### src/rtl/rvfi_mem_arbiter.sv
// Round-robin arbiter sharing one memory port between a fetch requester (I) and a
// load/store requester (D), with one access outstanding and a watchdog abort.
module rvfi_mem_arbiter #(
    parameter int XLEN    = 32,
    parameter int TIMEOUT = 16
) (
    input  logic              clk,
    input  logic              resetn,

    input  logic              i_valid,
    output logic              i_ready,
    input  logic [XLEN-1:0]   i_addr,
    output logic [XLEN-1:0]   i_rdata,
    output logic              i_err,

    input  logic              d_valid,
    output logic              d_ready,
    input  logic [XLEN-1:0]   d_addr,
    input  logic [XLEN-1:0]   d_wdata,
    input  logic [XLEN/8-1:0] d_wstrb,
    output logic [XLEN-1:0]   d_rdata,
    output logic              d_err,

    output logic              mem_valid,
    output logic              mem_instr,
    input  logic              mem_ready,
    output logic [XLEN-1:0]   mem_addr,
    output logic [XLEN-1:0]   mem_wdata,
    output logic [XLEN/8-1:0] mem_wstrb,
    input  logic [XLEN-1:0]   mem_rdata
);

    localparam int SW = XLEN / 8;
    localparam int AL = $clog2(SW);
    localparam logic [7:0] CNT_LAST = (TIMEOUT > 0) ? 8'(TIMEOUT - 1) : 8'd0;

    typedef enum logic [1:0] {IDLE, BUSY_I, BUSY_D} state_t;

    state_t          state_q, state_d;
    logic            last_d_q, last_d_d;   // 1: D was granted last, so I wins a tie
    logic [7:0]      cnt_q, cnt_d;
    logic [XLEN-1:0] mem_addr_q, mem_addr_d;
    logic [XLEN-1:0] mem_wdata_q, mem_wdata_d;
    logic [SW-1:0]   mem_wstrb_q, mem_wstrb_d;
    logic            mem_instr_q, mem_instr_d;

    logic            busy;
    logic            timeout_hit;
    logic            done;

    always_comb begin
        state_d     = state_q;
        last_d_d    = last_d_q;
        cnt_d       = cnt_q;
        mem_addr_d  = mem_addr_q;
        mem_wdata_d = mem_wdata_q;
        mem_wstrb_d = mem_wstrb_q;
        mem_instr_d = mem_instr_q;

        busy        = (state_q != IDLE);
        // A mem_ready in the final watchdog cycle wins over the abort
        timeout_hit = (TIMEOUT != 0) && busy && !mem_ready && (cnt_q == CNT_LAST);
        done        = busy && (mem_ready || timeout_hit);

        case (state_q)
            IDLE: begin
                if (i_valid && (!d_valid || last_d_q)) begin
                    state_d     = BUSY_I;
                    last_d_d    = 1'b0;
                    cnt_d       = 8'd0;
                    mem_addr_d  = {i_addr[XLEN-1:AL], {AL{1'b0}}};
                    mem_wdata_d = '0;
                    mem_wstrb_d = '0;
                    mem_instr_d = 1'b1;
                end else if (d_valid) begin
                    state_d     = BUSY_D;
                    last_d_d    = 1'b1;
                    cnt_d       = 8'd0;
                    mem_addr_d  = {d_addr[XLEN-1:AL], {AL{1'b0}}};
                    mem_wdata_d = d_wdata;
                    mem_wstrb_d = d_wstrb;
                    mem_instr_d = 1'b0;
                end
            end
            default: begin
                if (done) begin
                    state_d = IDLE;
                end else begin
                    cnt_d = cnt_q + 8'd1;
                end
            end
        endcase
    end

    always_ff @(posedge clk or negedge resetn) begin
        if (!resetn) begin
            state_q     <= IDLE;
            last_d_q    <= 1'b1;
            cnt_q       <= 8'd0;
            mem_addr_q  <= '0;
            mem_wdata_q <= '0;
            mem_wstrb_q <= '0;
            mem_instr_q <= 1'b0;
        end else begin
            state_q     <= state_d;
            last_d_q    <= last_d_d;
            cnt_q       <= cnt_d;
            mem_addr_q  <= mem_addr_d;
            mem_wdata_q <= mem_wdata_d;
            mem_wstrb_q <= mem_wstrb_d;
            mem_instr_q <= mem_instr_d;
        end
    end

    assign mem_valid = busy;
    assign mem_instr = mem_instr_q;
    assign mem_addr  = mem_addr_q;
    assign mem_wdata = mem_wdata_q;
    assign mem_wstrb = mem_wstrb_q;

    assign i_ready = (state_q == BUSY_I) && done;
    assign d_ready = (state_q == BUSY_D) && done;
    assign i_err   = (state_q == BUSY_I) && timeout_hit;
    assign d_err   = (state_q == BUSY_D) && timeout_hit;
    assign i_rdata = i_err ? '0 : mem_rdata;
    assign d_rdata = d_err ? '0 : mem_rdata;

endmodule

### config.mk
export PLATFORM = sky130hd
export DESIGN_NAME = rvfi_mem_arbiter
export DESIGN_NICKNAME = d
export VERILOG_FILES = /design/src/rtl/rvfi_mem_arbiter.sv
export SDC_FILE = /design/constraint.sdc
export NUM_CORES = 1
export LEC_CHECK = 0
export CAP_MARGIN = 40
export CORE_AREA = 2 2 107 109
export DETAILED_ROUTE_END_ITERATION = 7
export DIE_AREA = 0 0 109 111
export GPL_ROUTABILITY_DRIVEN = 0
export GPL_TIMING_DRIVEN = 0
export PLACE_DENSITY = 0.8
export SLEW_MARGIN = 25
export SYNTH_ARGS = -nofsm -noshare
export SYNTH_HDL_FRONTEND = slang
export SYNTH_SLANG_ARGS = --single-unit
### constraint.sdc
create_clock -name clk -period 2.3 [get_ports clk]
set_clock_uncertainty 0.05 [all_clocks]
set_input_delay 0.345 -clock clk [delete_from_list [all_inputs] [get_ports clk]]
set_output_delay 0.345 -clock clk [all_outputs]
set_load 0.005 [all_outputs]
==> metrics.csv <==
metric,value,unit
max_cap viols,0,
commonest cells in the netlist,"77 x dfrtp_1, 55 x nor2b_1, 36 x a22o_1",
GRT busiest layer,met2,
hold endpoint,mem_addr[28]$_DFFE_PN0P_,
Die Area,12100,sq um
via/cell ratio,4.93,
Netlist cell types,38,
Setup Slack @ Placement,-243,ps
Layout Nets,779,
routing usage on met1,22.9,%
fraction of the cycle the final worst path needs,107,%
worst hold slack,437,ps
Worst R2R End,mem_addr[4]$_DFFE_PN0P_,
CTS Sinks,78,
first-pass GRT wire length,20900,um
total grt overflow,0,
CTS tree,built,
initial antenna violation count,1,
Crit Reg-Reg Startpoint,state_q[1]$_DFFE_PN0P_,
global routing usage on met2,41.0,%
DRC errors left,0,
Worst-Skew Late Latency,330,ps
area delta synth->final,93.2,%
H-tree depth,3,
I/O pins,275,
IO buf count,268,
hpwl dp,10500,um
Worst EP arrival,2060,ps
DR vias,3896,
GRT Total Usage,22.7,%
chip width,109,um
outcome,"complete, but fails checks",
Hold Fails Final Rpt,0,
warnings from Yosys,0,
Clock transition at path regs,60,ps
Num CTS Buffers,9,
worst reg-to-reg setup slack,380,ps
mean post-synth cell area,11.3,sq um
drt pass-1 iters,8,
Yosys reg bits,78,
"antenna viol nets, final",0,
Pleak,3.39,nW
share of cells above drive strength 1,26.3,%
most instantiated library cell after synthesis,dfrtp_1,
RSZ-0062 raised after global routing,yes,
clk buf depth,2,
"Seq/Total Area, Yosys",53.7,%
max-slew violations,0,
Hold Path Origin,mem_addr[28]$_DFFE_PN0P_,
WHS Path Cells,2,
largest net degree at the start of global routing,42,
grt met3 use,6.47,%
top cell type by total area after synthesis,dfrtp_1,
DR iter-0 viols,325,
Cells after Synth,322,
CP startpoint kind,flop,
Final Util,63.5,%
hold crit path type,reg2reg,
Root Driver,clkbuf_16,
"EDFF count, synth",0,
ys flop type,dfrtp_1,
Std-Cell Rows,39,
Setup WS post-layout,-156,ps
failing checks,negative setup slack,
R2R depth,6,
worst setup path category,reg2out,
post-synth top area share,52.9,%
Setup TNS,-2360,ps
worst vdd ir,0.000558,V
crit path launch,cnt_q[5]$_DFFE_PN0P_,
"top cells by area, synth","dfrtp_1 53%, nor2b_1 9.5%, a22o_1 8.7%, a222oi_1 8.3%, inv_1 3.2%",
Pwr Density,998,nW/um^2
vias in the first global route,4147,
core box area,11100,sq um
crit path capture type,primary output,
ys async rst share,100,%
Initial Utilization,32.9,%
WL/cell,18.1,um
maximum fanout along the worst path,3,
synthesized cell area,3640,sq um
fmax,407,MHz
Die Ht,111,um
Worst Path Required,1900,ps
WL final,14300,um
min cycle time layout,2460,ps
Final setup viols,36,
-- where the power goes --
group | internal [mW] | total [mW] | switching (mW)
Clock | 0.843 | 1.40 | 0.559
Sequential | 2.00 | 2.39 | 0.389
Combinational | 1.90 | 3.23 | 1.33
-- sequential cells by signal, summed over array words and instances, names as in the netlist --
| name | count |
|---|---|
| mem_wdata | 32 |
| cnt_q | 8 |
| state_q | 2 |
| last_d_q | 1 |
| mem_addr | 30 |
| mem_instr | 1 |
| mem_wstrb | 4 |
-- per-stage QoR --
step	instance area, sq um	cells	power (mW)
after global routing	7030	790	7.44
final	7030	790	7.02
after global placement	6500	734	5.53
after detailed placement	6520	735	5.65
after CTS	7020	787	7.06
after floorplan	3640	323	3.64
-- how the worst max path moves through the flow --
stage                                     to  slack, ps  depth (start not counted)
finish                           i_rdata[27]       -160                          9
global route                     i_rdata[27]       -230                          9
CTS                                  d_ready       -140                          6
detailed placement                     i_err       -240                          7
global placement    mem_addr[23]$_DFFE_PN0P_      -1820                          1
floorplan                        i_rdata[22]        440                          7
-- cell type report --
class | count | area (sq um)
clock buffer | 11 | 233
antenna | 1 | 2.50
sequential | 78 | 1950
timing repair buffer | 309 | 2820
clock inverter | 5 | 58.8
fill | 869 | 4050
multi-input combinational | 185 | 1490
buffer | 27 | 174
inverter | 31 | 116
tap | 143 | 179
-- cells in the final DEF (no fill, tap or decap), drive strengths merged, types with 2 or more instances in the layout --
cell type,Yosys,layout
mux2i,2,2
nor2,7,7
a21oi,5,5
nor2b,64,64
o21ai,3,3
clkdlybuf4s50,0,199
inv,31,32
clkbuf,4,36
a222oi,30,30
nand3,4,4
nand2b,3,3
and2,2,2
conb,1,2
buf,25,108
dfrtp,77,77
and3,3,3
clkinvlp,0,2
a22o,36,36
a21o,4,4
nand2,6,6
nor3,2,2
-- cell families after synthesis --
logic type	Yosys count	synth area share, %
adder cells (fa/ha/maj)	1	0.344
flip-flops	78	53.7
other	1	0.103
AND/OR/NAND/NOR	94	16.9
buffers and inverters	60	7.80
AO/OA/AOI/OAI	84	20.1
multiplexers	2	0.550
XOR/XNOR	2	0.481
-- metal layers --
metal / up-vias / share of wire, %
li1: 1794 / -
met1: 1868 / 35
met2: 201 / 52
met3: 33 / 9.2
met4: 0 / 3.8
met5: - / 0
-- critical path, stage by stage, from the launching register on --
cell     delay [ps]
dfrtp_1         420
nor4_4          370
nand2_4         110
nor3_4          230
buf_6           140
buf_8           100
buf_6           100
buf_6            90
nor2b_2          30
buf_2           130
-- timing repair --
| action | 4_1_cts | 5_1_grt |
|---|---|---|
| cloned | 2 | 1 |
| resized for setup | 245 | 57 |
| pin swaps | 5 | 4 |
| setup endpoints to repair | 68 | 67 |
| setup buffers | 34 | 6 |
| hold buffers | 1 | 0 |
| endpoints found under the hold margin | 37 | 0 |
(Power assumes the default switching activity.)
